## src/rtl/sr_pulse_gen.sv

```systemverilog
// Turns debounced set/clear request edges into one-shot s/r pulses for an external SR flip-flop.
// Optional input debounce filter is enabled by defining SR_PULSE_GEN_DEBOUNCE_EN.
module sr_pulse_gen #(
    parameter int DEB_CYCLES   = 4,
    parameter int PULSE_CYCLES = 3,
    parameter int GUARD_CYCLES = 2
) (
    input  logic clk,
    input  logic rst,
    input  logic set_req,
    input  logic clr_req,
    input  logic q_fb,
    output logic s,
    output logic r,
    output logic busy
);

    localparam int CNT_MAX    = (PULSE_CYCLES > GUARD_CYCLES) ? PULSE_CYCLES : GUARD_CYCLES;
    localparam int CNT_W      = (CNT_MAX > 1) ? $clog2(CNT_MAX) : 1;
    localparam int GUARD_LAST = (GUARD_CYCLES > 0) ? GUARD_CYCLES - 1 : 0;

    typedef enum logic [1:0] {
        IDLE,
        SPULSE,
        RPULSE,
        GUARD
    } state_t;

    state_t           state;
    logic [CNT_W-1:0] cnt;
    logic [1:0]       set_sync;
    logic [1:0]       clr_sync;
    logic [1:0]       raw;
    logic [1:0]       filt;
    logic [1:0]       filt_q;
    logic             set_evt;
    logic             clr_evt;

    always_ff @(posedge clk or posedge rst) begin
        if (rst) begin
            set_sync <= '0;
            clr_sync <= '0;
        end else begin
            set_sync <= {set_sync[0], set_req};
            clr_sync <= {clr_sync[0], clr_req};
        end
    end

    always_comb begin
        raw = {clr_sync[1], set_sync[1]};
    end

`ifdef SR_PULSE_GEN_DEBOUNCE_EN
    localparam int DEB_W = (DEB_CYCLES > 1) ? $clog2(DEB_CYCLES) : 1;

    logic [DEB_W-1:0] deb_cnt [2];

    // The filtered value flips on the DEB_CYCLES-th consecutive cycle of disagreement.
    always_ff @(posedge clk or posedge rst) begin
        if (rst) begin
            filt <= '0;
            for (int unsigned i = 0; i < 2; i++) deb_cnt[i] <= '0;
        end else begin
            for (int unsigned i = 0; i < 2; i++) begin
                if (raw[i] != filt[i]) begin
                    if (deb_cnt[i] == DEB_W'(DEB_CYCLES - 1)) begin
                        filt[i]    <= raw[i];
                        deb_cnt[i] <= '0;
                    end else begin
                        deb_cnt[i] <= deb_cnt[i] + DEB_W'(1);
                    end
                end else begin
                    deb_cnt[i] <= '0;
                end
            end
        end
    end
`else
    always_comb begin
        filt = raw;
    end
`endif

    always_ff @(posedge clk or posedge rst) begin
        if (rst) begin
            filt_q <= '0;
        end else begin
            filt_q <= filt;
        end
    end

    always_comb begin
        set_evt = filt[0] & ~filt_q[0];
        clr_evt = filt[1] & ~filt_q[1];
    end

    // Edges seen outside IDLE are consumed by filt_q and never revisited.
    always_ff @(posedge clk or posedge rst) begin
        if (rst) begin
            state <= IDLE;
            cnt   <= '0;
            s     <= 1'b0;
            r     <= 1'b0;
            busy  <= 1'b0;
        end else begin
            case (state)
                IDLE: begin
                    cnt <= '0;
                    if (set_evt && !q_fb) begin
                        state <= SPULSE;
                        s     <= 1'b1;
                        busy  <= 1'b1;
                    end else if (clr_evt && q_fb) begin
                        state <= RPULSE;
                        r     <= 1'b1;
                        busy  <= 1'b1;
                    end
                end
                SPULSE, RPULSE: begin
                    if (cnt == CNT_W'(PULSE_CYCLES - 1)) begin
                        s   <= 1'b0;
                        r   <= 1'b0;
                        cnt <= '0;
                        if (GUARD_CYCLES == 0) begin
                            state <= IDLE;
                            busy  <= 1'b0;
                        end else begin
                            state <= GUARD;
                        end
                    end else begin
                        cnt <= cnt + CNT_W'(1);
                    end
                end
                GUARD: begin
                    if (cnt == CNT_W'(GUARD_LAST)) begin
                        state <= IDLE;
                        busy  <= 1'b0;
                        cnt   <= '0;
                    end else begin
                        cnt <= cnt + CNT_W'(1);
                    end
                end
                default: begin
                    state <= IDLE;
                    cnt   <= '0;
                    s     <= 1'b0;
                    r     <= 1'b0;
                    busy  <= 1'b0;
                end
            endcase
        end
    end

endmodule

```

## config.mk

```make
export PLATFORM = sky130hd
export DESIGN_NAME = sr_pulse_gen
export DESIGN_NICKNAME = d
export VERILOG_FILES = /design/src/rtl/sr_pulse_gen.sv
export SDC_FILE = /design/constraint.sdc
export NUM_CORES = 1
export LEC_CHECK = 0
export CAP_MARGIN = 20
export CORE_AREA = 4 4 42 44
export DETAILED_ROUTE_END_ITERATION = 6
export DIE_AREA = 0 0 46 48
export PLACE_DENSITY_LB_ADDON = 0.2
export SLEW_MARGIN = 30
export SYNTH_ARGS = -nofsm -noshare
export SYNTH_HDL_FRONTEND = slang
export SYNTH_SLANG_ARGS = --single-unit
```

## constraint.sdc

```tcl
create_clock -name clk -period 1.3 [get_ports clk]
set_input_delay 0.39 -clock clk [delete_from_list [all_inputs] [get_ports clk]]
set_output_delay 0.39 -clock clk [all_outputs]
set_load 0.03 [all_outputs]
```

Yosys cells after proc, flatten, opt, wreduce, memory -nomap -nowiden
Cells that the tools add are included.

Register bits after elaboration: 13. Output and inout bits: 3. Logic and storage cells: 52.

Add/sub/neg operators: 1. Equality and inequality tests: 11. Mux-type cells: 17. Bitwise gates (word level): 4. Reductions and logical operators: 11.

Operators by type and width (number): $mux 2 (6); $pmux 2 s3 (2); $ne 2x2->1 const B (5); $reduce_and 3->1 (3); $eq 2x2->1 const B (3); $mux 1 (6); $pmux 1 s2 (3); $eq 2x1->1 const B (2); $reduce_and 4->1 (1); $reduce_bool 2->1 (2); $ne 3x3->1 const B (1); $add 2x1->2 const B (1); $and 1x1->1 (2); $logic_and 1x1->1 (2); $logic_not 2->1 (1); $not 1->1 (2); $reduce_or 2->1 (1); $logic_not 1->1 (1).

Depth between registers and ports, before layout
Gate-level depths: netlist of the first run.

Depth in word-level cells: 6. Gate-level depth with buffers: 6. Gate-level depth less buffers: 6.

Worst setup path before layout of the first run
Ideal clock, no wire load.

Kind: register to register. Start point: register state[0]. End point: register state[0]. Setup time: 125 ps. Arrival time: 1272 ps. Slack: -97 ps. Stages on the path, launching flop included: 6. Buffers on the path: 0. Clock period less this slack: 1397 ps. Cells stage by stage: dfrtp_1 > inv_1 > ha_1 > a21oi_2 > o22ai_2 > mux2_4.

Word-level cells in the longest chain between the ends: 4. Elaborated cells between the ends (all ways): 10. Those cells by class: eq/ne (6); mux (1); reduce/logical (3).

RTL lines: from (decl) (line 29) `state_t state;`; from (signal assigned) (line 100) `state <= IDLE;`; from (signal assigned) (line 110) `state <= SPULSE;`; from (signal assigned) (line 114) `state <= RPULSE;`; $eq 2x1->1 / $eq 2x2->1 (equally long branches) (line 106) `case (state)`; $reduce_or 2->1 (line 106); $ne 2x2->1 (no line); $reduce_and 3->1 (no line).

Several ways; a longest one is shown, not always the timed one. A chain may end at the register's enable or synchronous reset.

Worst setup path in the final report of the first run
Ends and elaborated chain as after synthesis.

==> results.md, run 1 <==
* Critical Path Start: state[0]
* Fin nets at 87
* Mapped Nets at between 60 and 70
* Worst-Margin Slew at about 0.28 ns
* RR Startpoint: state[0]
* Post-synthesis cell count at 54
* Post-detailed-route wirelength per cell at between 10 and 15 um
* Mapped Area at approximately 610 um^2
* Failing checks: negative setup slack
* Post-Place Setup Slack at -0.401 ns
* Die footprint at ~0.0022 mm^2
* Arrival time at the worst endpoint at about 1.6 ns
* Post-route DRC at 0
* Placed cell area at between 700 and 800 um^2
* Outcome: finished with violations
* Post-synthesis xor/xnor area fraction at 0%
* P_int at between 1 and 1.5 mW
* Hpwl dp at a little over 800 um
* Post-synthesis mux area share at between 7 and 8%
* Switching Share at a little under two fifths
* Final instance area at 855 um^2
* Clk slew on worst S/H paths at roughly 0.080 ns
* Crit path kind: register to register
* Comb power frac at roughly 60%
* Top-count cell post-synth: dfrtp_1
* Router iterations before antenna repair at 3
* DR vias/cell at approximately 5
* Synth area leader: dfrtp_1
* I/O Buffers at 7
* Total gr overflow at 0
* Diode count at 0
* CP endpoint kind: register
* Switching power at approximately 0.82 mW
* WP data required at between 1 and 1.5 ns
* IO Count at 8
* Top-area cell type share of the netlist area at 53.1%
* Synth top cells by count: 13 x dfrtp_1, 8 x inv_1, 5 x o21ai_0
* Worst Setup Start Kind: register
* Clock Latency Late Sink at about 0.28 ns
* Hold Violations, Final at 0
* Total global-route track usage at between 10% and 20%
* Unique cell type count in the Yosys netlist at 21
* Post-route clock period utilization at 109%
* RSZ-0062 raised after global routing: true
* Asr flop ratio synth at 100%
* Hold Buf Count CTS at 0
* Final setup margin at -0.112 ns
* DRT antenna net count at 0
* R2R cell count at 5
* DR vias at 457
* Sink Count at 13
* CTS H-tree depth at 1
* Max-slew violations at 0
* Die H at between 40 and 50 um
* RD Place Congestion at about 0.74
* #FFs+latches synth at 13
* Largest net degree at the start of global routing at 14
* Average cell area after synthesis at ~11 um^2
* Core area at between 0.001 and 0.0015 mm^2
* First-pass GRT wire length at roughly 1900 um
* Synth Area in Simple Gates at between 10 and 15%
* Largest family of logic cells by synthesized area: compound AO/OA/AOI/OAI gates
* Hold crit path type: register to register
* Yosys Warn Count at 0
* CTS tree: built
* Clk pwr share at about an eighth
* Power Density at 2510 mW/mm^2
* Max clock buf depth at 2
* Max Clock Freq at between 700 and 800 MHz
* Leak Pwr at just over 0.4 nW
* R2R Setup Slk at -0.11 ns
* Slew Limit Headroom at 81.0%
* Fraction of layout cells with a size suffix above 1 at 44.2%
* Vias in the first global route at 450
* Initial Utilization at between 40% and 50%
* Max-Cap Viols at 0
* Total Routed Length at approximately 1200 um
* Crit path capture: state[0]
* # setup viols final at 2
* Initial antenna violation count at 0
* R2r endpoint: state[0]
* Area grow syn2layout at 39.4%
* Clock Skews at 0.00402 ns
* Post-synthesis sequential area ratio at ~53%
* Synth Area in Adders at 8.16%
* Die X at between 40 and 50 um
* EDFF count, synth at 0
* Root Buffer: clkbuf_4
* Clock buffer count from CTS at 3
* Final hold slack at 0.350 ns
* Drt initial violations at 6
* Leading post-synthesis cells by cell area: dfrtp_1 53%, ha_1 8.2%, mux2i_1 4.9%
* FP Rows at 14
* CP Max Fanout at 4
* Seq pwr share at between 20% and 30%
* Area fraction in compound gates after synthesis at 14.1%
* Primary FF master, synth: dfrtp_1
* Minimum clock period at approximately 1.4 ns
* Max VDD drop at roughly 1.3 mV
[how the worst min path moves through the flow]
stage / startpoint / end / slack [ns] / cells past startpoint
after floorplan: rst / busy / 0.27 / 1
final: clr_sync[0] / clr_sync[1] / 0.35 / 0
after detailed placement: clr_sync[0] / clr_sync[1] / 0.34 / 0
after global routing: set_sync[0] / set_sync[1] / 0.37 / 0
after global placement: clr_sync[0] / clr_sync[1] / 0.33 / 0
after CTS: clr_sync[0] / clr_sync[1] / 0.36 / 0
[final cells by class]
type	instances	area [um^2]
clock buffer	4	26.3
timing repair buffer	19	155
multi-input combinational	33	298
tap	16	20.0
inverter	8	30.0
fill	130	582
sequential	13	325
[metal layers]
layer / vias to the layer above / global-route usage [%] / wire [um] / part of all wire, %
li1: 226 / - / - / -
met1: 218 / 15.9 / 521 / 45
met2: 9 / 19.8 / 525 / 46
met3: 4 / 5.64 / 78 / 6.8
met4: 0 / 8.52 / 26 / 2.3
met5: - / 0 / 0 / 0
[power by group through the flow]
stage,sequential [mW],combinational (mW),clock [mW]
detailed placement,0.610,1.18,0
global placement,0.607,1.17,0
CTS,0.602,1.24,0.262
floorplan,0.668,0.682,0
finish,0.605,1.29,0.253
global route,0.622,1.42,0.275
[cells by family after synthesis]
kind of cell               count (synthesis)
AOI/OAI and AO/OA                         13
DFF                                       13
and+or+nand+nor                           12
buffers and inverters                      8
muxes                                      4
adders and majority gates                  4
[stage by stage]
stage	std cells	utilization [%]	total power, mW	setup TNS [ns]
floorplan	54	-	1.35	-0.0477
global placement	87	55.6	1.78	-1.64
global route	93	59.5	2.32	-0.537
CTS	92	58.4	2.10	-0.204
finish	93	59.5	2.15	-0.195
detailed placement	87	55.6	1.79	-1.68
[layout by cell type (no fill, tap or decap)]
cell type,netlist,routed
a21oi_1,3,2
a21oi_2,1,2
a22oi_1,1,1
and2b_1,1,1
buf_4,0,14
buf_6,0,1
clkbuf_1,0,1
clkbuf_4,0,3
clkdlybuf4s50_1,0,3
dfrtp_1,13,13
dlygate4sd2_1,0,1
ha_1,4,1
ha_2,0,1
ha_4,0,2
inv_1,8,5
inv_2,0,3
mux2_4,1,1
mux2i_1,3,3
nand2_1,1,1
nand2_2,1,1
nand2b_1,1,1
nand3_1,1,1
nor2_1,4,4
nor2b_2,1,1
nor3_2,0,1
nor3b_4,1,1
o21ai_0,5,3
o21ai_1,0,1
o21ai_2,1,2
o22ai_2,1,1
o2bb2ai_1,1,1
[repair_timing]
item | 4_1_cts | 5_1_grt
buffers inserted | 1 | 1
resized for setup | 4 | 4
setup endpoints to repair | 4 | 6
pin swaps | 2 | 2
[state kept, by name, summed over array words and instances, names as in the netlist]
register,count
clr_sync,2
cnt,2
filt_q,2
set_sync,2
state,2
busy,1
r,1
s,1
[worst max-delay path, cell delays in order, from the launching register on]
cell     delay [ns]
dfrtp_1        0.43
inv_2          0.09
ha_4           0.29
a21oi_2        0.04
o22ai_2        0.15
mux2_4         0.31
Power figures use the tool's default switching activity.
==> run 2, diff against run 1 <==
--- a/config.mk
+++ b/config.mk
@@ -9,6 +9,8 @@
 export CORE_AREA = 4 4 42 44
 export DETAILED_ROUTE_END_ITERATION = 6
 export DIE_AREA = 0 0 46 48
+export HOLD_SLACK_MARGIN = 0.03
+export MAX_ROUTING_LAYER = met4
 export PLACE_DENSITY_LB_ADDON = 0.2
 export SLEW_MARGIN = 30
 export SYNTH_ARGS = -nofsm -noshare
==> results of run 2 <==
Final layout, timing and power as in run 1 (identical DEF).
Among the figures that moved: final weighted congestion in routability-driven placement 0.736 -> 0.745; overall routing resource usage 13.4% -> 13.8%
==> run 3, diff against run 2 <==
--- a/config.mk
+++ b/config.mk
@@ -5,14 +5,16 @@
 export SDC_FILE = /design/constraint.sdc
 export NUM_CORES = 1
 export LEC_CHECK = 0
+export ABC_AREA = 1
 export CAP_MARGIN = 20
 export CORE_AREA = 4 4 42 44
 export DETAILED_ROUTE_END_ITERATION = 6
 export DIE_AREA = 0 0 46 48
-export HOLD_SLACK_MARGIN = 0.03
+export HOLD_SLACK_MARGIN = 0.1
 export MAX_ROUTING_LAYER = met4
 export PLACE_DENSITY_LB_ADDON = 0.2
 export SLEW_MARGIN = 30
 export SYNTH_ARGS = -nofsm -noshare
 export SYNTH_HDL_FRONTEND = slang
 export SYNTH_SLANG_ARGS = --single-unit
+export TNS_END_PERCENT = 100
==> results.md, run 3 <==
* DR vias at roughly 480
* Largest family of logic cells by synthesized area: simple AND/OR/NAND/NOR gates
* Worst-Margin Slew at ~0.21 ns
* Commonest non-fill, non-tap cell in the layout: nand2_1
* Mapped Area at a little under 600 um^2
* Power Total at between 2 and 2.5 mW
* Post-synthesis sequential area ratio at around 55%
* Sequential cell area at 325 um^2
* Synth Area in Simple Gates at between 20% and 30%
* Crit path kind: register to register
* Total Routed Length at between 1000 and 1500 um
* Minimum clock period at around 1.3 ns
* P_int at 1.20 mW
* R2R Setup Slk at 0.02 ns
* R2r endpoint: state[0]
* Switching Share at approximately two fifths
* Post-synthesis cell count at 64
* Critical Path Start: state[0]
* Average cell area after synthesis at 9.19 um^2
* Comb power frac at about three fifths
* FP Rows at 14
* Leak Pwr at ~0.40 nW
* Initial antenna violation count at 0
* Max-slew violations at 0
* DRT antenna net count at 0
* Area fraction in compound gates after synthesis at around 6.2%
* Root Buffer: clkbuf_4
* RR Startpoint: state[0]
* Area grow syn2layout at 36.0%
* Fin nets at 92
* CP Max Fanout at 6
* Seq pwr share at about 28%
* CTS tree: built
* # setup viols final at 0
* Core area at around 0.0014 mm^2
* Hold Violations, Final at 0
* Arrival time at the worst endpoint at about 1.5 ns
* DR vias/cell at about 4.9
* Slew Limit Headroom at between 80% and 90%
* Power Density at ~2500 mW/mm^2
* I/O Buffers at 7
* Outcome: complete, no violations
* Vias in the first global route at around 430
* Hpwl dp at 771 um
* Max VDD drop at approximately 1.3 mV
* Clk slew on worst S/H paths at ~0.08 ns
* Asr flop ratio synth at 100%
* Router iterations before antenna repair at 2
* Total gr overflow at 0
* Clock buffer count from CTS at 3
* Hold crit path type: register to register
* Post-synthesis xor/xnor area fraction at 0%
* Top-area cell type share of the netlist area at a little under three fifths
* Max clock buf depth at 2
* CP endpoint kind: register
* Clock Skews at around 0.0095 ns
* Synth Area in Adders at between 8 and 9%
* Worst Setup Start Kind: register
* Multi-input logic area at approximately 270 um^2
* Leading post-synthesis cells by cell area: dfrtp_1 55%, nand2_1 10%, ha_1 8.5%
* First-pass GRT wire length at 1730 um
* Drt initial violations at 16
* Synth area leader: dfrtp_1
* Clk pwr share at between 10% and 20%
* RD Place Congestion at around 0.8
* Mapped Nets at 73
* Yosys Warn Count at 0
* #FFs+latches synth at 13
* Die H at between 40 and 50 um
* Initial Utilization at between 40% and 50%
* Top-count cell post-synth: nand2_1
* TNS Setup at 0 ns
* R2R cell count at 7
* Largest net degree at the start of global routing at 14
* CTS H-tree depth at 1
* Crit path capture: state[0]
* Max-Cap Viols at 0
* EDFF count, synth at 0
* Post-route DRC at 0
* WP data required at around 1.5 ns
* Synth top cells by count: 16 x nand2_1, 13 x dfrtp_1, 9 x inv_1
* Sink Count at 13
* Unique cell type count in the Yosys netlist at 13
* Die X at approximately 46 um
* IO Count at 8
* Total global-route track usage at 12.1%
* Diode count at 0
* Primary FF master, synth: dfrtp_1
* Max Clock Freq at roughly 800 MHz
* Clock Latency Late Sink at 0.28 ns
* Post-route clock period utilization at a little over nine tenths
* Die footprint at 0.00221 mm^2
* Post-synthesis mux area share at 0%
* Post-detailed-route wirelength per cell at about 11 um
* Most frequent cells in the layout: 15 x nand2_1, 13 x dfrtp_1, 8 x buf_4, 7 x nand3_1, 6 x inv_1
* Fillers at approximately 130
* RSZ-0062 raised after global routing: true
* Switching power at ~0.83 mW
* Worst hold path depth at 0
* Fraction of layout cells with a size suffix above 1 at around 29%
[run 3: changes by cell type in the layout (fill, tap and decap cells not counted), sizes merged, moves of 2 or more]
cell / delta
nand4: +4
nand2: +14
nor2: -4
a21oi: -3
mux2i: -3
buf: -5
inv: +2
nand3: +7
[run 3: cell families (layout without fill, tap and decap cells)]
kind of cell | after synthesis | count (layout)
compound gates | 7 | 7
buf+inv | 10 | 28
fa+ha+maj | 4 | 4
simple gates | 30 | 30
flops | 13 | 13
[run 3: metal layers]
metal | track usage, % | vias to the layer above | routed length (um)
met5 | - | - | 0
met3 | 2.26 | 2 | 50
met1 | 13.5 | 221 | 496
met2 | 18.4 | 8 | 547
li1 | - | 246 | -
met4 | 10.2 | 0 | 14
[run 3: worst max-delay path, cell delays in order (launching register included)]
cell and delay (ns):
dfrtp_1 0.37, inv_2 0.06, ha_4 0.30, inv_2 0.04
or2_4 0.23, nand2_1 0.07, nand4_1 0.08, nand2_1 0.07
[run 3: layout make-up]
type	count	share of cell area [%]
Inverter	10	5.01
Clock buffer	4	3.29
Timing Repair Buffer	14	15.3
Tap cell	16	2.50
Sequential cell	13	40.7
Multi-Input combinational cell	41	33.2
[run 3: power by group through the flow]
| stage | sequential, mW | combinational (mW) | clock (mW) |
|---|---|---|---|
| 2_1_floorplan | 0.675 | 0.546 | 0 |
| 3_3_place_gp | 0.578 | 0.962 | 0 |
| 3_5_place_dp | 0.578 | 0.977 | 0 |
| 4_1_cts | 0.576 | 1.08 | 0.263 |
| 5_1_grt | 0.587 | 1.32 | 0.280 |
| 6_report | 0.574 | 1.20 | 0.252 |
[run 3: repair_timing]
action / in CTS / in global routing
gates resized for setup: 7 / 8
pin swaps: 0 / 6
setup buffers: 0 / 1
endpoints found under the setup margin: 6 / 5
hold buffers: 0 / 0
gates cloned: 0 / 0
[run 3: through the flow]
step | area [um^2] | utilization [%] | hold WS, ns | worst slack, ns | instances
3_5_place_dp | 716 | 49.8 | 0.336 | -0.173 | 93
5_1_grt | 800 | 55.7 | 0.370 | -0.0625 | 98
3_3_place_gp | 716 | 49.8 | 0.332 | -0.172 | 93
6_report | 800 | 55.7 | 0.350 | 0.0155 | 98
4_1_cts | 761 | 53.0 | 0.353 | 0.0105 | 97
2_1_floorplan | 588 | - | 0.267 | 0.00219 | 64
[run 3: worst min path at each step]
stage                   to   startpoint
4_1_cts        clr_sync[1]  clr_sync[0]
5_1_grt        set_sync[1]  set_sync[0]
2_1_floorplan         busy          rst
3_5_place_dp   clr_sync[1]  clr_sync[0]
6_report       clr_sync[1]  clr_sync[0]
3_3_place_gp   clr_sync[1]  clr_sync[0]
